[src/rtl/fetch_stage_if.sv]
// Bundles the instruction-memory handshake and the fetch/decode/execute signals seen by the fetch stage.
// master is the fetch stage itself; slave is the memory/decode/execute side.
interface fetch_stage_if;
    logic        imem_req_o;
    logic [31:0] imem_addr_o;
    logic        imem_gnt_i;
    logic        imem_rvalid_i;
    logic [31:0] imem_rdata_i;
    logic        StallF;
    logic        BranchTakenE;
    logic [31:0] BranchTargetE;
    logic [31:0] InstrF;
    logic [31:0] PCF;
    logic [31:0] PCPlus4F;
    logic        InstrValidF;

    modport master (
        output imem_req_o, imem_addr_o, InstrF, PCF, PCPlus4F, InstrValidF,
        input  imem_gnt_i, imem_rvalid_i, imem_rdata_i, StallF, BranchTakenE, BranchTargetE
    );

    modport slave (
        input  imem_req_o, imem_addr_o, InstrF, PCF, PCPlus4F, InstrValidF,
        output imem_gnt_i, imem_rvalid_i, imem_rdata_i, StallF, BranchTakenE, BranchTargetE
    );
endinterface

[src/rtl/fetch_stage.sv]
// Instruction-fetch stage: owns the fetch PC, issues req/gnt word reads, buffers in-order
// responses in a small FIFO and presents the head instruction to decode.
module fetch_stage #(
    parameter logic [31:0] RESET_PC = 32'h0000_0000,
    parameter int unsigned DEPTH    = 4
) (
    input  logic          clk,
    input  logic          reset,
    fetch_stage_if.master bus
);
    localparam int unsigned   AW      = $clog2(DEPTH);
    localparam int unsigned   CW      = AW + 1;
    localparam logic [CW:0]   DEPTH_W = (CW+1)'(DEPTH);

    logic [31:0]   pc_q;
    logic [31:0]   out_pc;
    logic [CW-1:0] outstanding;
    logic [CW-1:0] discard;
    logic [CW-1:0] count;
    logic [AW-1:0] rd_ptr;
    logic [AW-1:0] wr_ptr;
    logic [31:0]   fifo_mem [DEPTH];

    logic          redirect;
    logic          pop;
    logic          issue;
    logic          rsp;
    logic          push;
    logic          req;
    logic [CW:0]   credit_used;
    logic [31:0]   target;

    // Credit counts every word that will land in the FIFO (buffered plus in flight),
    // including doomed ones, so the FIFO can never overflow.
    always_comb begin
        redirect    = bus.BranchTakenE;
        target      = {bus.BranchTargetE[31:2], 2'b00};
        pop         = (count != '0) & ~bus.StallF & ~redirect;
        credit_used = {1'b0, outstanding} + {1'b0, count} - {{CW{1'b0}}, pop};
        req         = reset & ~redirect & (credit_used < DEPTH_W);
        issue       = req & bus.imem_gnt_i;
        rsp         = bus.imem_rvalid_i & (outstanding != '0);
        push        = rsp & (discard == '0) & ~redirect;
    end

    always_comb begin
        bus.imem_req_o  = req;
        bus.imem_addr_o = pc_q;
        bus.InstrValidF = (count != '0);
        bus.InstrF      = (count != '0) ? fifo_mem[rd_ptr] : 32'h0;
        bus.PCF         = out_pc;
        bus.PCPlus4F    = out_pc + 32'd4;
    end

    always_ff @(posedge clk or negedge reset) begin
        if (!reset) begin
            pc_q        <= RESET_PC;
            out_pc      <= RESET_PC;
            outstanding <= '0;
            discard     <= '0;
            count       <= '0;
            rd_ptr      <= '0;
            wr_ptr      <= '0;
        end else begin
            outstanding <= outstanding + CW'(issue) - CW'(rsp);
            if (redirect) begin
                pc_q    <= target;
                out_pc  <= target;
                count   <= '0;
                rd_ptr  <= '0;
                wr_ptr  <= '0;
                // discard is a subset of outstanding, so every word still in flight is
                // marked doomed; this stays exact across back-to-back redirects.
                discard <= outstanding - CW'(rsp);
            end else begin
                if (issue) begin
                    pc_q <= pc_q + 32'd4;
                end
                if (rsp && (discard != '0)) begin
                    discard <= discard - CW'(1);
                end
                if (push) begin
                    wr_ptr <= wr_ptr + AW'(1);
                end
                if (pop) begin
                    rd_ptr <= rd_ptr + AW'(1);
                    out_pc <= out_pc + 32'd4;
                end
                count <= count + CW'(push) - CW'(pop);
            end
        end
    end

    always_ff @(posedge clk) begin
        if (push) begin
            fifo_mem[wr_ptr] <= bus.imem_rdata_i;
        end
    end
endmodule
[src/flat_wrapper.sv]
// flat-port wrapper written by rule: the top's interface ports become plain ports
module fetch_stage_flat 
#(
    parameter logic [31:0] RESET_PC = 32'h0000_0000,
    parameter int unsigned DEPTH    = 4
)
  (clk, reset, bus_imem_req_o, bus_imem_addr_o, bus_InstrF, bus_PCF, bus_PCPlus4F, bus_InstrValidF, bus_imem_gnt_i, bus_imem_rvalid_i, bus_imem_rdata_i, bus_StallF, bus_BranchTakenE, bus_BranchTargetE);
  fetch_stage_if bus_i ();
  input  logic clk;
  input  logic reset;
  output wire logic [$bits(bus_i.imem_req_o)-1:0] bus_imem_req_o;
  output wire logic [$bits(bus_i.imem_addr_o)-1:0] bus_imem_addr_o;
  output wire logic [$bits(bus_i.InstrF)-1:0] bus_InstrF;
  output wire logic [$bits(bus_i.PCF)-1:0] bus_PCF;
  output wire logic [$bits(bus_i.PCPlus4F)-1:0] bus_PCPlus4F;
  output wire logic [$bits(bus_i.InstrValidF)-1:0] bus_InstrValidF;
  input wire logic [$bits(bus_i.imem_gnt_i)-1:0] bus_imem_gnt_i;
  input wire logic [$bits(bus_i.imem_rvalid_i)-1:0] bus_imem_rvalid_i;
  input wire logic [$bits(bus_i.imem_rdata_i)-1:0] bus_imem_rdata_i;
  input wire logic [$bits(bus_i.StallF)-1:0] bus_StallF;
  input wire logic [$bits(bus_i.BranchTakenE)-1:0] bus_BranchTakenE;
  input wire logic [$bits(bus_i.BranchTargetE)-1:0] bus_BranchTargetE;
  assign bus_imem_req_o = bus_i.imem_req_o;
  assign bus_imem_addr_o = bus_i.imem_addr_o;
  assign bus_InstrF = bus_i.InstrF;
  assign bus_PCF = bus_i.PCF;
  assign bus_PCPlus4F = bus_i.PCPlus4F;
  assign bus_InstrValidF = bus_i.InstrValidF;
  assign bus_i.imem_gnt_i = bus_imem_gnt_i;
  assign bus_i.imem_rvalid_i = bus_imem_rvalid_i;
  assign bus_i.imem_rdata_i = bus_imem_rdata_i;
  assign bus_i.StallF = bus_StallF;
  assign bus_i.BranchTakenE = bus_BranchTakenE;
  assign bus_i.BranchTargetE = bus_BranchTargetE;
  fetch_stage #(.RESET_PC(RESET_PC), .DEPTH(DEPTH)) u_core (.clk(clk), .reset(reset), .bus(bus_i));
endmodule
[config.mk]
export PLATFORM = sky130hd
export DESIGN_NAME = fetch_stage_flat
export DESIGN_NICKNAME = d
export VERILOG_FILES = /design/src/rtl/fetch_stage_if.sv /design/src/rtl/fetch_stage.sv /design/src/flat_wrapper.sv
export SDC_FILE = /design/constraint.sdc
export NUM_CORES = 1
export LEC_CHECK = 0
export ABC_CLOCK_PERIOD_IN_PS = 4900
export BUFFER_PORTS_ARGS = -buffer_cell sky130_fd_sc_hd__buf_2
export CAP_MARGIN = 10
export CELL_PAD_IN_SITES_DETAIL_PLACEMENT = 1
export CELL_PAD_IN_SITES_GLOBAL_PLACEMENT = 2
export CORE_MARGIN = 2
export CORE_UTILIZATION = 40
export DETAILED_ROUTE_END_ITERATION = 16
export PLACE_DENSITY_LB_ADDON = 0.15
export SLEW_MARGIN = 10
export SYNTH_ARGS = -nofsm -noshare
export SYNTH_HDL_FRONTEND = slang
export SYNTH_SLANG_ARGS = --single-unit
[constraint.sdc]
create_clock -name clk -period 4.9 [get_ports clk]
set_input_delay 0.49 -clock clk [delete_from_list [all_inputs] [get_ports clk]]
set_output_delay 0.49 -clock clk [all_outputs]
set_load 0.01 [all_outputs]
After elaboration in Yosys (flattened, before gate mapping)
Memories as Yosys holds them, arrays and structs flattened.
Index checks and enable logic that the tools add are counted.
- add/subtract/negate cells: 12
- order comparisons: 1
- multiplexer cells: 14
- bitwise gates (word level): 10
- reduce and logical (&&, ||, !) cells: 9
- operators with widths (operator ; count):
    two-way mux 32 bit ; 5
    adder 32 x 3 -> 32 bit (second input constant) ; 2
    two-way mux 3 bit ; 3
    nonzero test 3 bit ; 3
    subtractor 3 x 1 -> 3 bit ; 3
    AND 1 bit ; 8
    two-way mux 2 bit ; 4
    nonzero test 2 bit ; 4
    adder 3 x 1 -> 3 bit ; 2
    adder 2 x 1 -> 2 bit (second input constant) ; 2
    adder 3 x 3 -> 4 bit ; 1
    less-than comparator 4 x 3 -> 1 bit (second input constant) ; 1
    subtractor 4 x 1 -> 4 bit ; 1
    zero test 3 bit ; 1
    subtractor 3 x 1 -> 3 bit (second input constant) ; 1
    two-way mux 1 bit ; 2
    inverter 1 bit ; 2
    logical AND 1 bit ; 1
- bits in registers: 77
- bits in writable memories: 128
- input port bits: 70
- memories kept: 1
- memory list (name ; depth ; bits a word ; read ports ; clocked after memory_dff ; write ports ; line ; text):
    u_core.fifo_mem ; 4 ; 32 ; 1 ; 0 ; 1 ; fetch_stage.sv:22 ; logic [31:0] fifo_mem [DEPTH];

Longest topological paths before layout
- word-level depth: 9
- depth in mapped cells: 14
- depth with buffers taken out: 11

Worst setup path after synthesis
Ideal clock, no wire load.
- kind: input-to-reg
- from: in bus_BranchTakenE
- to: reg u_core.outstanding[2]
- arrival time: 3170 ps
- required time: 4777 ps
- slack: 1607 ps
- stages on the path: 13
- path through: buf_6 -> clkinv_1 -> clkbuf_1 -> clkbuf_1 -> nand3_1 -> ha_1 -> a211oi_1 -> a32o_1 -> o31ai_4 -> nor2_1 -> ha_1 -> fa_1 -> xnor2_1
- longest elaborated chain between the ends: 8
- elaborated cells on any way between the ends: 9
- those cells by class: add/sub: 3; order compare: 1; bitwise: 5
- RTL lines (item ; line ; text):
    start, declared ; flat_wrapper.sv:21 ; input wire logic [$bits(bus_i.BranchTakenE)-1:0] bus_BranchTakenE;
    inverter 1 bit (*) ; fetch_stage.sv:38, fetch_stage.sv:40 ;
    AND 1 bit ; fetch_stage.sv:38 ; pop = (count != '0) & ~bus.StallF & ~redirect;
    subtractor 4 x 1 -> 4 bit ; fetch_stage.sv:39 ; credit_used = {1'b0, outstanding} + {1'b0, count} - {{CW{1'b0}}, pop};
    less-than comparator 4 x 3 -> 1 bit ; fetch_stage.sv:40 ; req = reset & ~redirect & (credit_used < DEPTH_W);
    AND 1 bit (*) ; fetch_stage.sv:40 ;
    AND 1 bit (*) ; fetch_stage.sv:41 ; issue = req & bus.imem_gnt_i;
    adder 3 x 1 -> 3 bit (*) ; fetch_stage.sv:65 ; outstanding <= outstanding + CW'(issue) - CW'(rsp);
    subtractor 3 x 1 -> 3 bit (*) ; fetch_stage.sv:65 ;
    end signal, assigned ; fetch_stage.sv:65 ;
    end, declared ; fetch_stage.sv:17 ; logic [CW-1:0] outstanding;
Every way passes the cells marked *; elsewhere a longest branch is shown, timed or not.
A chain may end at the register's enable or synchronous reset.

Worst setup path in the final report
- from: reg u_core.count[0]
- to: out bus_imem_req_o
- longest elaborated chain between the ends: 6
- elaborated cells on any way between the ends: 7
- those cells by class: add/sub: 2; order compare: 1; bitwise: 3; reduce/logical: 1
- RTL lines (item ; line ; text):
    start, declared ; fetch_stage.sv:19 ; logic [CW-1:0] count;
    start signal, assigned ; fetch_stage.sv:89 ; count <= count + CW'(push) - CW'(pop);
    parallel branches: the longest is 3 deep, another holds adder 3 x 3 -> 4 bit ; n/a ;
    subtractor 4 x 1 -> 4 bit (*) ; fetch_stage.sv:39 ;
    less-than comparator 4 x 3 -> 1 bit (*) ; fetch_stage.sv:40 ;
    AND 1 bit (*) ; fetch_stage.sv:40 ;
    end, declared ; flat_wrapper.sv:11 ; output wire logic [$bits(bus_i.imem_req_o)-1:0] bus_imem_req_o;
Mark *: on every way between the ends.

==> out/metrics.yaml <==
clock_latency_ns: 0.51
rsz0062_at_grt: "no"
hold_class: "primary input to flip-flop"
arrival_ns: 3.43
grt-ovfl-total: 0
clk_path_buf_depth: 3
drtIter0Drc: 392
fin_area_um2: 12100
drtAntennaViolNets: 0
grtUsageTotal: 0.207
synth_ff_type: "edfxtp_1"
place_area_um2: 11300
final-max-slew-violation-count: 0
fmax_mhz: 255
cts_inserted_buffers: 23
status: "completed"
pin_count: 200
synth_area_um2: 10100
yosysMostFrequentCell: "edfxtp_1"
portBuffers: 191
p_int_uw: 3760
routabilityCongestion: 0.803
clkPwrFrac: 0.308
routed_wl_um: 27200
wl_per_cell_um: 20.9
grt_pass1_vias: 7482
synthArstFlopShare: 0.363
power_leakage_uw: 0.00463
yosysUniqueCellTypes: 63
grt_max_degree: 72
cts_tree: "built"
pwr_density_cell_nw_per_um2: 468
antenna_found_initial: 2
synthTopCellsByArea: "edfxtp_1 (38%), dfrtp_1 (18%), mux4_2 (7.2%)"
dieArea_um2: 26400
placementRows: 58
hold-path-cell-count: 1
cts_hold_buf: 1
switching_share: 0.337
p_sw_uw: 1910
root_buffer: "clkbuf_16"
grt_first_pass_wirelength_um: 42400
p_comb_frac: 0.323
syn_area_per_cell_um2: 13.2
hold_start: "bus_imem_rdata_i[31]"
die-height_um: 163
place_hpwl_um: 19100
synth-seq-cells: 201
layout-drive-gt1-share: 0.323
finalSetupTns_ns: 0
ys_seq_area_frac: 0.564
peakVddDrop_uv: 252
synthTopCellsByCount: "edfxtp_1 (128), dfrtp_1 (73), xnor2_1 (49)"
syn_inst: 761
core_um2: 25000
fin_nets: 1041
clock_sinks: 201
period_share: 0.801
worst-setup-path-type: "flip-flop to output pin"
cp_max_fo: 12
worstSetupStartpoint: "u_core.count[0]$_DFF_PN0_"
fin_crit_ns: 3.92
cts_resized: 0
yosysTopAreaCell: "edfxtp_1"
vias: 6948
critPathCaptureType: "output pin"
seqPwrFrac: 0.370
ys_warn_count: 0
drtPass1Iterations: 5
tightest_slew_ns: 1.17
r2r_cells: 12
r2r_start: "u_core.count[0]$_DFF_PN0_"
htreeDepth: 1
synth_top_cell_area_share: 0.382
start_util: 0.403
vias_per_cell: 5.35
synth_edf_count: 128
synthToLayoutAreaGrowth_pct: 20.5
finClkSkew_ns: 0.00924
cp-start-kind: "flip-flop"
clk_pin_slew_ns: 0.06
drcViolationCount: 0
post_cts_buffers: 0
die_w_um: 163
relSlewSlack: 0.214
hold_viol: 0
required_ns: 4.41
setup_viol: 0
maxCapViolCount: 0
-- metrics by stage --
step           power, uW  instances  hold slack (ns)   util  setup WS [ns]
2_1_floorplan       3350        766            0.194      -           1.61
3_3_place_gp        3920       1256            0.449  0.454           1.60
3_5_place_dp        3990       1256            0.456  0.454           1.50
4_1_cts             5760       1298            0.170  0.485          0.927
5_1_grt             6000       1299            0.174  0.485          0.746
6_report            5670       1299            0.197  0.485          0.976
-- path summary, 6_finish.rpt --
check	end	slack [ns]
setup / recovery	bus_imem_req_o	0.98
hold / removal	u_core.fifo_mem[1][31]$_DFFE_PP_	0.20
setup reg to reg	u_core.outstanding[2]$_DFF_PN0_	1.60
hold reg to reg	u_core.bus.PCF[3]$_DFFE_PN0N_	0.60
max in group asynchronous	u_core.bus.imem_addr_o[31]$_DFFE_PN0P_	3.34
min in group asynchronous	u_core.rd_ptr[1]$_DFFE_PN0N_	0.56
-- per-layer routing --
metal  vias up  wire, um  global-route usage
li1       3200         -                   -
met1      3524     11400               0.273
met2       186     13600               0.353
met3        36      1590              0.0402
met4         2       531              0.0555
met5         -        13                   0
-- cells in the final DEF, fill, tap and decap left out, types with 18 or more instances in the layout --
cell | netlist | layout
mux4_2 | 32 | 32
edfxtp_1 | 128 | 128
and2_1 | 42 | 42
xor2_1 | 24 | 24
dfrtp_1 | 73 | 72
nand2_1 | 40 | 40
nand3_1 | 20 | 20
clkbuf_16 | 0 | 23
buf_2 | 6 | 190
nor2_1 | 43 | 43
and3_1 | 18 | 18
nand4_1 | 19 | 19
nor3_1 | 19 | 19
xnor2_1 | 49 | 49
inv_1 | 22 | 22
-- power by group through the flow --
stage / combinational [uW] / clock, uW / sequential (uW)
after detailed placement: 1860 / 0 / 2130
final: 1830 / 1750 / 2100
after CTS: 1870 / 1790 / 2100
after floorplan: 1240 / 0 / 2110
after global placement: 1800 / 0 / 2120
after global routing: 2020 / 1860 / 2120
-- cell type report --
cell class / count / area (um^2)
Inverter: 23 / 86.3
Tap cell: 330 / 413
Clock buffer: 29 / 598
Antenna cell: 1 / 2.50
Clock inverter: 12 / 170
Timing Repair Buffer: 208 / 1090
Sequential cell: 201 / 5670
Fill cell: 2622 / 12800
Multi-Input combinational cell: 495 / 4090
-- critical path, cell delays in order, from the launching register on --
cell and delay [ns]:
dfrtp_1 0.42, nor3_1 0.56, nor2_1 0.13, nand3_1 0.12, ha_1 0.25, a211oi_1 0.27
a32o_1 0.31, buf_4 0.33, or3_4 0.23, and3_1 0.17, buf_2 0.13
-- state kept, by name (all words and copies together) (netlist names) --
register                flops
u_core.outstanding          3
u_core.count                3
u_core.rd_ptr               2
u_core.discard              3
u_core.fifo_mem           128
u_core.wr_ptr               2
u_core.bus.PCF             30
u_core.bus.imem_addr_o     30
-- logic make-up after synthesis --
| family | share of synthesized area |
|---|---|
| DFF | 0.564 |
| muxes | 0.0936 |
| adders and majority gates | 0.0251 |
| AOI/OAI and AO/OA | 0.0742 |
| buffers and inverters | 0.0325 |
| xor gates and xnor gates | 0.0636 |
| other | 0.000373 |
| and+or+nand+nor | 0.147 |
Power figures use the tool's default switching activity.
